$ cat config.mk
export PLATFORM = sky130hd
export DESIGN_NAME = logic_axi4_stream_upsizer_flat
export DESIGN_NICKNAME = d
export VERILOG_FILES = /design/src/rtl/logic_axi4_stream_upsizer_if.sv /design/src/rtl/logic_axi4_stream_upsizer.sv /design/src/flat_wrapper.sv
export SDC_FILE = /design/constraint.sdc
export NUM_CORES = 1
export LEC_CHECK = 0
export ABC_AREA = 1
export CAP_MARGIN = 10
export CORE_ASPECT_RATIO = 1.1
export CORE_MARGIN = 5
export CORE_UTILIZATION = 59
export DETAILED_ROUTE_END_ITERATION = 6
export GPL_TIMING_DRIVEN = 0
export PLACE_DENSITY = 0.82
export SLEW_MARGIN = 40
export SYNTH_ARGS = -nofsm -noshare
export SYNTH_HDL_FRONTEND = slang
export SYNTH_SLANG_ARGS = --single-unit
$ cat constraint.sdc
create_clock -name aclk -period 3.4 [get_ports aclk]
set_input_delay 0.34 -clock aclk [delete_from_list [all_inputs] [get_ports aclk]]
set_output_delay 0.34 -clock aclk [all_outputs]
set_load 0.1 [all_outputs]
$ cat src/rtl/logic_axi4_stream_upsizer_if.sv
// Narrow rx / wide tx AXI4-Stream signal bundle for logic_axi4_stream_upsizer.
// slave is the upsizer's view; master is the view of whatever drives it.
interface logic_axi4_stream_upsizer_if #(
    parameter int WIDTH = 8,
    parameter int RATIO = 4
);
    logic                   rx_tvalid;
    logic [WIDTH-1:0]       rx_tdata;
    logic                   rx_tlast;
    logic                   rx_tready;
    logic                   tx_tvalid;
    logic [WIDTH*RATIO-1:0] tx_tdata;
    logic [RATIO-1:0]       tx_tkeep;
    logic                   tx_tlast;
    logic                   tx_tready;

    modport slave (
        input  rx_tvalid, rx_tdata, rx_tlast, tx_tready,
        output rx_tready, tx_tvalid, tx_tdata, tx_tkeep, tx_tlast
    );

    modport master (
        output rx_tvalid, rx_tdata, rx_tlast, tx_tready,
        input  rx_tready, tx_tvalid, tx_tdata, tx_tkeep, tx_tlast
    );
endinterface

$ cat src/rtl/logic_axi4_stream_upsizer.sv
// Packs RATIO narrow AXI4-Stream beats into one wide beat, lane 0 first; partial words flush on rx_tlast.
// Optional idle-timeout flush of partial words: define LOGIC_AXI4_STREAM_UPSIZER_TIMEOUT_EN.
module logic_axi4_stream_upsizer #(
    parameter int WIDTH   = 8,
    parameter int RATIO   = 4,
    parameter int TIMEOUT = 16
) (
    input  logic aclk,
    input  logic reset,
    logic_axi4_stream_upsizer_if.slave bus
);
    localparam int CW = (RATIO > 1) ? $clog2(RATIO) : 1;
    localparam int DW = WIDTH * RATIO;

    logic [CW-1:0]    cnt_q, cnt_d;
    logic [DW-1:0]    acc_q, acc_d, accWith;
    logic [RATIO-1:0] keep_q, keep_d, keepWith;
    logic             txValid_q, txValid_d;
    logic [DW-1:0]    txData_q, txData_d;
    logic [RATIO-1:0] txKeep_q, txKeep_d;
    logic             txLast_q, txLast_d;

    logic rxReady, accept, complete, txFree, flush;

    assign txFree   = !txValid_q || bus.tx_tready;
    assign rxReady  = !reset && txFree;
    assign accept   = bus.rx_tvalid && rxReady;
    assign complete = accept && ((cnt_q == CW'(RATIO - 1)) || bus.rx_tlast);

    assign bus.rx_tready = rxReady;
    assign bus.tx_tvalid = txValid_q;
    assign bus.tx_tdata  = txData_q;
    assign bus.tx_tkeep  = txKeep_q;
    assign bus.tx_tlast  = txLast_q;

`ifdef LOGIC_AXI4_STREAM_UPSIZER_TIMEOUT_EN
    localparam int IW = $clog2(TIMEOUT + 1);
    logic [IW-1:0] idle_q, idle_d;

    // Idle counter saturates at TIMEOUT so a flush blocked by a busy tx register fires once it drains.
    always_comb begin
        idle_d = idle_q;
        flush  = (cnt_q != '0) && !accept && (idle_q == IW'(TIMEOUT)) && txFree;
        if (accept || (cnt_q == '0) || flush) begin
            idle_d = '0;
        end else if (idle_q != IW'(TIMEOUT)) begin
            idle_d = idle_q + IW'(1);
        end
    end

    always_ff @(posedge aclk) begin
        if (reset) begin
            idle_q <= '0;
        end else begin
            idle_q <= idle_d;
        end
    end
`else
    assign flush = 1'b0;
`endif

    always_comb begin
        accWith                     = acc_q;
        accWith[cnt_q*WIDTH +: WIDTH] = bus.rx_tdata;
        keepWith                    = keep_q;
        keepWith[cnt_q]             = 1'b1;

        cnt_d     = cnt_q;
        acc_d     = acc_q;
        keep_d    = keep_q;
        txValid_d = txValid_q;
        txData_d  = txData_q;
        txKeep_d  = txKeep_q;
        txLast_d  = txLast_q;

        if (txValid_q && bus.tx_tready) begin
            txValid_d = 1'b0;
        end

        // The accumulator is cleared on every hand-off, so unkept lanes reach tx as zero.
        if (complete) begin
            txValid_d = 1'b1;
            txData_d  = accWith;
            txKeep_d  = keepWith;
            txLast_d  = bus.rx_tlast;
            acc_d     = '0;
            keep_d    = '0;
            cnt_d     = '0;
        end else if (accept) begin
            acc_d  = accWith;
            keep_d = keepWith;
            cnt_d  = cnt_q + CW'(1);
        end else if (flush) begin
            txValid_d = 1'b1;
            txData_d  = acc_q;
            txKeep_d  = keep_q;
            txLast_d  = 1'b0;
            acc_d     = '0;
            keep_d    = '0;
            cnt_d     = '0;
        end
    end

    always_ff @(posedge aclk) begin
        if (reset) begin
            cnt_q     <= '0;
            acc_q     <= '0;
            keep_q    <= '0;
            txValid_q <= 1'b0;
            txData_q  <= '0;
            txKeep_q  <= '0;
            txLast_q  <= 1'b0;
        end else begin
            cnt_q     <= cnt_d;
            acc_q     <= acc_d;
            keep_q    <= keep_d;
            txValid_q <= txValid_d;
            txData_q  <= txData_d;
            txKeep_q  <= txKeep_d;
            txLast_q  <= txLast_d;
        end
    end
endmodule

$ cat src/flat_wrapper.sv
// flat-port wrapper written by rule: the top's interface ports become plain ports
module logic_axi4_stream_upsizer_flat 
#(
    parameter int WIDTH   = 8,
    parameter int RATIO   = 4,
    parameter int TIMEOUT = 16
)
  (aclk, reset, bus_rx_tvalid, bus_rx_tdata, bus_rx_tlast, bus_tx_tready, bus_rx_tready, bus_tx_tvalid, bus_tx_tdata, bus_tx_tkeep, bus_tx_tlast);
  logic_axi4_stream_upsizer_if #(.WIDTH(WIDTH), .RATIO(RATIO)) bus_i ();
  input  logic aclk;
  input  logic reset;
  input wire logic [$bits(bus_i.rx_tvalid)-1:0] bus_rx_tvalid;
  input wire logic [$bits(bus_i.rx_tdata)-1:0] bus_rx_tdata;
  input wire logic [$bits(bus_i.rx_tlast)-1:0] bus_rx_tlast;
  input wire logic [$bits(bus_i.tx_tready)-1:0] bus_tx_tready;
  output wire logic [$bits(bus_i.rx_tready)-1:0] bus_rx_tready;
  output wire logic [$bits(bus_i.tx_tvalid)-1:0] bus_tx_tvalid;
  output wire logic [$bits(bus_i.tx_tdata)-1:0] bus_tx_tdata;
  output wire logic [$bits(bus_i.tx_tkeep)-1:0] bus_tx_tkeep;
  output wire logic [$bits(bus_i.tx_tlast)-1:0] bus_tx_tlast;
  assign bus_i.rx_tvalid = bus_rx_tvalid;
  assign bus_i.rx_tdata = bus_rx_tdata;
  assign bus_i.rx_tlast = bus_rx_tlast;
  assign bus_i.tx_tready = bus_tx_tready;
  assign bus_rx_tready = bus_i.rx_tready;
  assign bus_tx_tvalid = bus_i.tx_tvalid;
  assign bus_tx_tdata = bus_i.tx_tdata;
  assign bus_tx_tkeep = bus_i.tx_tkeep;
  assign bus_tx_tlast = bus_i.tx_tlast;
  logic_axi4_stream_upsizer #(.WIDTH(WIDTH), .RATIO(RATIO), .TIMEOUT(TIMEOUT)) u_core (.aclk(aclk), .reset(reset), .bus(bus_i));
endmodule
==> Yosys cells after proc, flatten, opt, wreduce, memory -nomap -nowiden <==
Cells that the tools add are included.
W data, S select, Z words.
{ "totals": {"regBits": 76, "elab_cells": 31, "out_inout_bits": 39, "inputBits": 13} }
{ "classes": {"n_shift": 2, "muxes": 5, "bitwise_logic": 1, "eq_ne": 1, "reduce_logical": 11, "n_lt_le_gt_ge": 2, "n_addsub": 2} }
{ "op_table": {"columns": ["operator", "count"], "rows": [
  ["$neg A5 Y34", 1],
  ["$shift A8 B34 Y32 const A", 1],
  ["$shiftx A8 B34 Y32", 1],
  ["$bwmux W32", 1],
  ["$logic_and A1 B1 Y1", 5],
  ["$or A4 B4 Y4", 1],
  ["$lt A2 B3 Y1 const B", 1],
  ["$mux W1", 3],
  ["$add A2 B1 Y2 const B", 1],
  ["$demux W1 S2", 1],
  ["$eq A2 B2 Y1 const B", 1],
  ["$ge A2 B1 Y1 const B", 1],
  ["$logic_not A1 Y1", 2],
  ["$logic_or A1 B1 Y1", 2],
  ["$reduce_bool A2 Y1", 1],
  ["$reduce_or A2 Y1", 1]
]} }

==> Depth between registers and ports, before layout <==
{ "logic_depth": {"depth_word": 6, "mapped_depth": 11, "depth_no_buf": 9} }

==> Worst setup path before layout <==
Ideal clock, no wire load.
{ "synth_timing": {"kind": "reg2reg", "from": "register u_core.txValid_q, in the netlist u_core.bus.tx_tvalid", "to": "register u_core.txKeep_q[0], in the netlist u_core.bus.tx_tkeep[0]", "setup_time_ns": 0.117, "n_path_buf": 0, "stages_incl_launch_ff": 5, "period_less_slack_ns": 2.230, "t_required_ns": 3.283, "t_arrival_ns": 2.114, "slack_ns": 1.170, "cell_sequence": "dfxtp_1 a21oi_2 nand4_1 nand2_1 nor2_1"} }
{ "synth_between": {"elab_chain_cells": 5} }
{ "synth_rtl": {"columns": ["element", "line", "rtl"], "rows": [
  ["from (decl)", "logic_axi4_stream_upsizer.sv:18", "logic txValid_q, txValid_d;"],
  ["from (signal assigned)", "logic_axi4_stream_upsizer.sv:117", "txValid_q <= txValid_d;"],
  ["$logic_not A1 Y1", "logic_axi4_stream_upsizer.sv:25", "assign txFree = !txValid_q || bus.tx_tready;"],
  ["$logic_or A1 B1 Y1", "logic_axi4_stream_upsizer.sv:25", null],
  ["$logic_and A1 B1 Y1", "logic_axi4_stream_upsizer.sv:26", "assign rxReady = !reset && txFree;"],
  ["net bus_rx_tready", "flat_wrapper.sv:16", "output wire logic [$bits(bus_i.rx_tready)-1:0] bus_rx_tready;"],
  ["$logic_and A1 B1 Y1", "logic_axi4_stream_upsizer.sv:27", "assign accept = bus.rx_tvalid && rxReady;"],
  ["$logic_and A1 B1 Y1", "logic_axi4_stream_upsizer.sv:28", "assign complete = accept && ((cnt_q == CW'(RATIO - 1)) || bus.rx_tlast);"],
  ["to (signal assigned)", "logic_axi4_stream_upsizer.sv:119", "txKeep_q <= txKeep_d;"],
  ["to (decl)", "logic_axi4_stream_upsizer.sv:20", "logic [RATIO-1:0] txKeep_q, txKeep_d;"]
]} }
The timed path passes the listed nets, and every way through them passes these cells.
A chain may end at the register's enable or synchronous reset.

==> Worst setup path in the final report <==
{ "layout_timing": {"from": "register u_core.cnt_q[0]", "to": "register u_core.txData_q[16], in the netlist u_core.bus.tx_tdata[16]"} }
{ "layout_between": {"elab_chain_cells": 3, "word_cells_on_any_way": 7, "cone_classes": "add/sub (1); eq/ne (1); shift (2); mux (1); reduce/logical (2)"} }
{ "layout_rtl": {"columns": ["element", "line", "rtl"], "rows": [
  ["from (decl)", "logic_axi4_stream_upsizer.sv:15", "logic [CW-1:0] cnt_q, cnt_d;"],
  ["from (signal assigned)", "logic_axi4_stream_upsizer.sv:114", "cnt_q <= cnt_d;"],
  ["$neg A5 Y34 or $eq A2 B2 Y1 (tied branches)", "logic_axi4_stream_upsizer.sv:64, logic_axi4_stream_upsizer.sv:28", null],
  ["$shiftx A8 B34 Y32 (tied with other cells)", "logic_axi4_stream_upsizer.sv:64", "accWith[cnt_q*WIDTH +: WIDTH] = bus.rx_tdata;"],
  ["$bwmux W32 or $logic_and A1 B1 Y1 (tied branches)", "logic_axi4_stream_upsizer.sv:64, logic_axi4_stream_upsizer.sv:28", null],
  ["to (signal assigned)", "logic_axi4_stream_upsizer.sv:118", "txData_q <= txData_d;"],
  ["to (decl)", "logic_axi4_stream_upsizer.sv:19", "logic [DW-1:0] txData_q, txData_d;"]
]} }
Parallel ways exist; a longest one is shown, timed or not.

==> impl_metrics.prom <==
# TYPE chip_impl_metric gauge
chip_impl_metric{name="clkTransAtPathRegs",unit="ps"} 80
chip_impl_metric{name="cp_max_fo",unit=""} 10
chip_impl_metric{name="number_of_top_level_pins",unit=""} 52
chip_impl_metric{name="worst_clock_skew",unit="ps"} 5.42
chip_impl_info{name="holdCritPathClass",value="flip-flop to flip-flop"} 1
chip_impl_metric{name="die_area",unit="µm²"} 8180
chip_impl_metric{name="dp.final_hpwl",unit="mm"} 6.85
chip_impl_metric{name="share_comb_of_total_power",unit="%"} 21.1
chip_impl_metric{name="first_pass_grt_wire_length",unit="mm"} 16.1
chip_impl_metric{name="diodes",unit=""} 0
chip_impl_metric{name="port-buffer-count",unit=""} 51
chip_impl_metric{name="length_of_the_first_detailed_routing_pass_in_iterations",unit=""} 5
chip_impl_metric{name="totalWireLength",unit="mm"} 9.46
chip_impl_metric{name="grt_use_total",unit="%"} 24.9
chip_impl_info{name="whs_endpoint",value="u_core.keep_q[2]$_SDFFE_PP0P_"} 1
chip_impl_metric{name="grt_pass1_vias",unit=""} 3498
chip_impl_metric{name="cellPowerDensity",unit="nW/µm²"} 516
chip_impl_metric{name="synth_area_per_cell",unit="µm²"} 6.11
chip_impl_metric{name="h_tree_depth",unit=""} 3
chip_impl_metric{name="ys_types",unit=""} 19
chip_impl_metric{name="synth.net_count",unit=""} 646
chip_impl_info{name="critPathKind",value="flip-flop to flip-flop"} 1
chip_impl_metric{name="max-cap-violations",unit=""} 0
chip_impl_info{name="timing.rr.start",value="u_core.cnt_q[0]$_SDFFE_PP0P_"} 1
chip_impl_metric{name="initial_core_util",unit="%"} 61.2
chip_impl_metric{name="final_antenna_violating_net_count",unit=""} 0
chip_impl_metric{name="die_y",unit="µm"} 94.4
chip_impl_metric{name="hold_path_depth",unit=""} 2
chip_impl_metric{name="cts-root-to-sink-buffers",unit=""} 2
chip_impl_metric{name="fillCellCount",unit=""} 561
chip_impl_metric{name="ys_ff_latch",unit=""} 76
chip_impl_metric{name="cpPeakStageDelay",unit="ps"} 500
chip_impl_metric{name="syn_area",unit="µm²"} 3820
chip_impl_metric{name="final-setup-viol-count",unit=""} 0
chip_impl_metric{name="antenna_found_initial",unit=""} 0
chip_impl_metric{name="worst_pin_slew",unit="ps"} 511
chip_impl_metric{name="worst_ep_arrival",unit="ps"} 2570
chip_impl_metric{name="finalHoldViolations",unit=""} 0
chip_impl_info{name="grt-busiest-layer",value="met2"} 1
chip_impl_metric{name="core_area",unit="µm²"} 6230
chip_impl_metric{name="layoutNonFillerInstCount",unit=""} 772
chip_impl_metric{name="switching_share",unit="%"} 31.5
chip_impl_metric{name="power.clock.fraction",unit="%"} 37.2
chip_impl_metric{name="timing.setup.tns",unit="ps"} 0
chip_impl_metric{name="timing_max_transition_violations_final",unit=""} 0
chip_impl_metric{name="synth-seq-area-share",unit="%"} 39.9
chip_impl_metric{name="final_net_count",unit=""} 708
chip_impl_info{name="crit_path_cell_trace",value="buf_2 > inv_1 > ha_1 > inv_1 > nor2_1 > nand3_1 > nand2_1 > nor2_1 > nor2_1"} 1
chip_impl_metric{name="post_drt_wl_per_cell",unit="µm"} 12.2
chip_impl_metric{name="post_cts_resized",unit=""} 0
chip_impl_metric{name="power.internal",unit="W"} 0.00158
chip_impl_metric{name="drt_iter0_markers",unit=""} 301
chip_impl_metric{name="drive_above_1_share",unit="%"} 11.6
chip_impl_metric{name="layout_min_cycle_time",unit="ps"} 2270
chip_impl_metric{name="synth_warnings",unit=""} 0
chip_impl_metric{name="worst-r2r-setup-slack",unit="ps"} 1130
chip_impl_info{name="min_from",value="u_core.keep_q[2]$_SDFFE_PP0P_"} 1
chip_impl_metric{name="routed_via_density",unit=""} 4.90
chip_impl_metric{name="cts_buffers",unit=""} 9
chip_impl_metric{name="vdd_ir_drop_max",unit="V"} 0.000303
chip_impl_metric{name="worstRegToRegCells",unit=""} 9
chip_impl_metric{name="synth_cells",unit=""} 625
chip_impl_metric{name="clock.fmax",unit="MHz"} 440
chip_impl_info{name="critPathSlowestCell",value="sky130_fd_sc_hd__dfxtp_1"} 1
chip_impl_info{name="worstSetupStartpointType",value="flip-flop"} 1
chip_impl_metric{name="clkLatencyLatePin",unit="ps"} 350
chip_impl_metric{name="post-place-cells",unit=""} 756
chip_impl_metric{name="area.growth.synth_to_final",unit="%"} 17.4
chip_impl_metric{name="switching_power",unit="W"} 0.000727
chip_impl_info{name="unrepaired_setup_endpoints_after_global_routing",value="false"} 1
chip_impl_metric{name="grtUsageMet1",unit="%"} 32.3
chip_impl_metric{name="power.sequential.fraction",unit="%"} 41.8
chip_impl_metric{name="die_w",unit="µm"} 86.7
chip_impl_info{name="cts_root_buf",value="sky130_fd_sc_hd__clkbuf_8"} 1
chip_impl_metric{name="rows",unit=""} 30
chip_impl_metric{name="met3_usage",unit="%"} 5.67
chip_impl_info{name="end_of_the_worst_register_to_register_path",value="u_core.bus.tx_tdata[16]$_SDFFE_PP0P_"} 1
chip_impl_metric{name="routed-via-count",unit=""} 3780
chip_impl_metric{name="gp_congestion",unit=""} 0.998
chip_impl_info{name="tritoncts",value="yes"} 1
chip_impl_metric{name="finalCritPeriodShare",unit="%"} 66.8
chip_impl_metric{name="grt_remaining_overflow",unit=""} 0
chip_impl_info{name="worst_path_most_repeated_cell",value="sky130_fd_sc_hd__nor2_1"} 1
chip_impl_metric{name="critPathRequiredTime",unit="ps"} 3690
chip_impl_info{name="outcome",value="completed"} 1
chip_impl_metric{name="power.static_leakage",unit="nW"} 2.57
chip_impl_metric{name="grt.met2_usage",unit="%"} 40.1
chip_impl_info{name="crit_path_end_kind",value="flip-flop"} 1
chip_impl_metric{name="grt_max_degree",unit=""} 13
chip_impl_metric{name="detailed_route_drc_error_count",unit=""} 0
chip_impl_metric{name="cts_post_setup_buffers_inserted",unit=""} 0
chip_impl_metric{name="post_cts_hold_buffer_count",unit=""} 0
chip_impl_metric{name="timing.max_slew.rel_slack",unit="%"} 65.8
chip_impl_metric{name="tritoncts_num_sinks",unit=""} 76
placed cells by master, fill, tap and decap left out, types with 7 or more instances in the layout:
cell type,instances
sky130_fd_sc_hd__buf_2,55
sky130_fd_sc_hd__nor2_1,147
sky130_fd_sc_hd__nand2_1,183
sky130_fd_sc_hd__nand3_1,62
sky130_fd_sc_hd__clkbuf_8,11
sky130_fd_sc_hd__a21oi_1,7
sky130_fd_sc_hd__inv_1,97
sky130_fd_sc_hd__ha_1,8
sky130_fd_sc_hd__clkdlybuf4s50_1,12
sky130_fd_sc_hd__dfxtp_1,76
sequential cells by signal, summed over array words and instances, names as in the netlist:
| signal | count |
|---|---|
| u_core.bus.tx_tkeep | 4 |
| u_core.bus.tx_tlast | 1 |
| u_core.bus.tx_tvalid | 1 |
| u_core.bus.tx_tdata | 32 |
| u_core.cnt_q | 2 |
| u_core.acc_q | 32 |
| u_core.keep_q | 4 |
how the worst max path moves through the flow:
| stage | startpoint | end | cells past startpoint |
|---|---|---|---|
| after floorplan | u_core.bus.tx_tvalid$_SDFFE_PP0P_ | u_core.bus.tx_tkeep[0]$_SDFFE_PP0P_ | 4 |
| final | u_core.cnt_q[0]$_SDFFE_PP0P_ | u_core.bus.tx_tdata[16]$_SDFFE_PP0P_ | 9 |
| after detailed placement | u_core.cnt_q[0]$_SDFFE_PP0P_ | u_core.bus.tx_tdata[16]$_SDFFE_PP0P_ | 9 |
| after CTS | u_core.cnt_q[0]$_SDFFE_PP0P_ | u_core.bus.tx_tdata[16]$_SDFFE_PP0P_ | 9 |
| after global placement | bus_tx_tready | bus_rx_tready | 4 |
| after global routing | u_core.cnt_q[0]$_SDFFE_PP0P_ | u_core.acc_q[16]$_SDFFE_PP0P_ | 9 |
area by class of cell:
cell class	instances	area [µm²]	share of cell area (%)
tap	80	100	2.23
timing repair buffer	51	315	7.04
sequential	76	1520	33.9
inverter	99	372	8.29
clock inverter	4	95.1	2.12
multi-input combinational	422	1780	39.6
clock buffer	12	155	3.46
buffer	28	148	3.29
stage by stage:
stage | cell area, µm² | hold WS, ps | power, W | util, % | setup WS, ps
6_report | 4480 | 456 | 0.00231 | 71.9 | 1130
5_1_grt | 4480 | 481 | 0.00242 | 71.9 | 903
4_1_cts | 4480 | 456 | 0.00231 | 71.9 | 1160
3_5_place_dp | 4230 | 445 | 0.00147 | 67.9 | 1210
3_3_place_gp | 4430 | 433 | 0.00148 | 71.0 | 645
2_1_floorplan | 3820 | 409 | 0.00137 | - | 1170
cell usage after synthesis:
master | number | share of area, %
sky130_fd_sc_hd__clkinv_1 | 1 | 0.098
sky130_fd_sc_hd__a21oi_2 | 1 | 0.23
sky130_fd_sc_hd__xor2_1 | 1 | 0.23
sky130_fd_sc_hd__buf_2 | 16 | 2.1
sky130_fd_sc_hd__nand2_1 | 183 | 18
sky130_fd_sc_hd__ha_1 | 8 | 2.6
sky130_fd_sc_hd__a21oi_1 | 7 | 0.92
sky130_fd_sc_hd__nor2_2 | 1 | 0.16
sky130_fd_sc_hd__nand2_2 | 1 | 0.16
sky130_fd_sc_hd__buf_4 | 6 | 1.2
sky130_fd_sc_hd__buf_1 | 1 | 0.098
sky130_fd_sc_hd__nor2_1 | 147 | 14
sky130_fd_sc_hd__o21ai_0 | 6 | 0.79
sky130_fd_sc_hd__clkbuf_1 | 5 | 0.49
sky130_fd_sc_hd__dfxtp_1 | 76 | 40
sky130_fd_sc_hd__inv_1 | 97 | 9.5
sky130_fd_sc_hd__inv_2 | 1 | 0.098
sky130_fd_sc_hd__nand4_1 | 5 | 0.82
sky130_fd_sc_hd__nand3_1 | 62 | 8.1
per-layer routing:
layer  vias to the layer above  routed length (µm)
met1                      1645                4270
met4                         0                 206
met5                         -                   0
met2                       141                4300
met3                        20                 674
li1                       1974                   -
critical path, delay by kind of cell, from the launching register on:
kind | cells | cell delay [ps]
buf+inv | 3 | 460
fa+ha+maj | 1 | 400
simple gates | 5 | 850
flops | 1 | 500
kinds of logic after synthesis:
| group | count (synthesis) | share of synthesized area (%) |
|---|---|---|
| AO/OA/AOI/OAI | 14 | 1.93 |
| adder cells (fa/ha/maj) | 8 | 2.62 |
| flip-flops | 76 | 39.9 |
| XOR/XNOR | 1 | 0.230 |
| buffers and inverters | 127 | 13.6 |
| AND/OR/NAND/NOR | 399 | 41.7 |
power by group through the flow:
| stage | logic (W) | registers, W | clock network, W |
|---|---|---|---|
| floorplan | 0.000219 | 0.00115 | 0 |
| global route | 0.000534 | 0.000971 | 0.000912 |
| global placement | 0.000498 | 0.000983 | 0 |
| finish | 0.000487 | 0.000965 | 0.000859 |
| CTS | 0.000486 | 0.000965 | 0.000863 |
| detailed placement | 0.000482 | 0.000985 | 0 |
(Power assumes the default switching activity.)
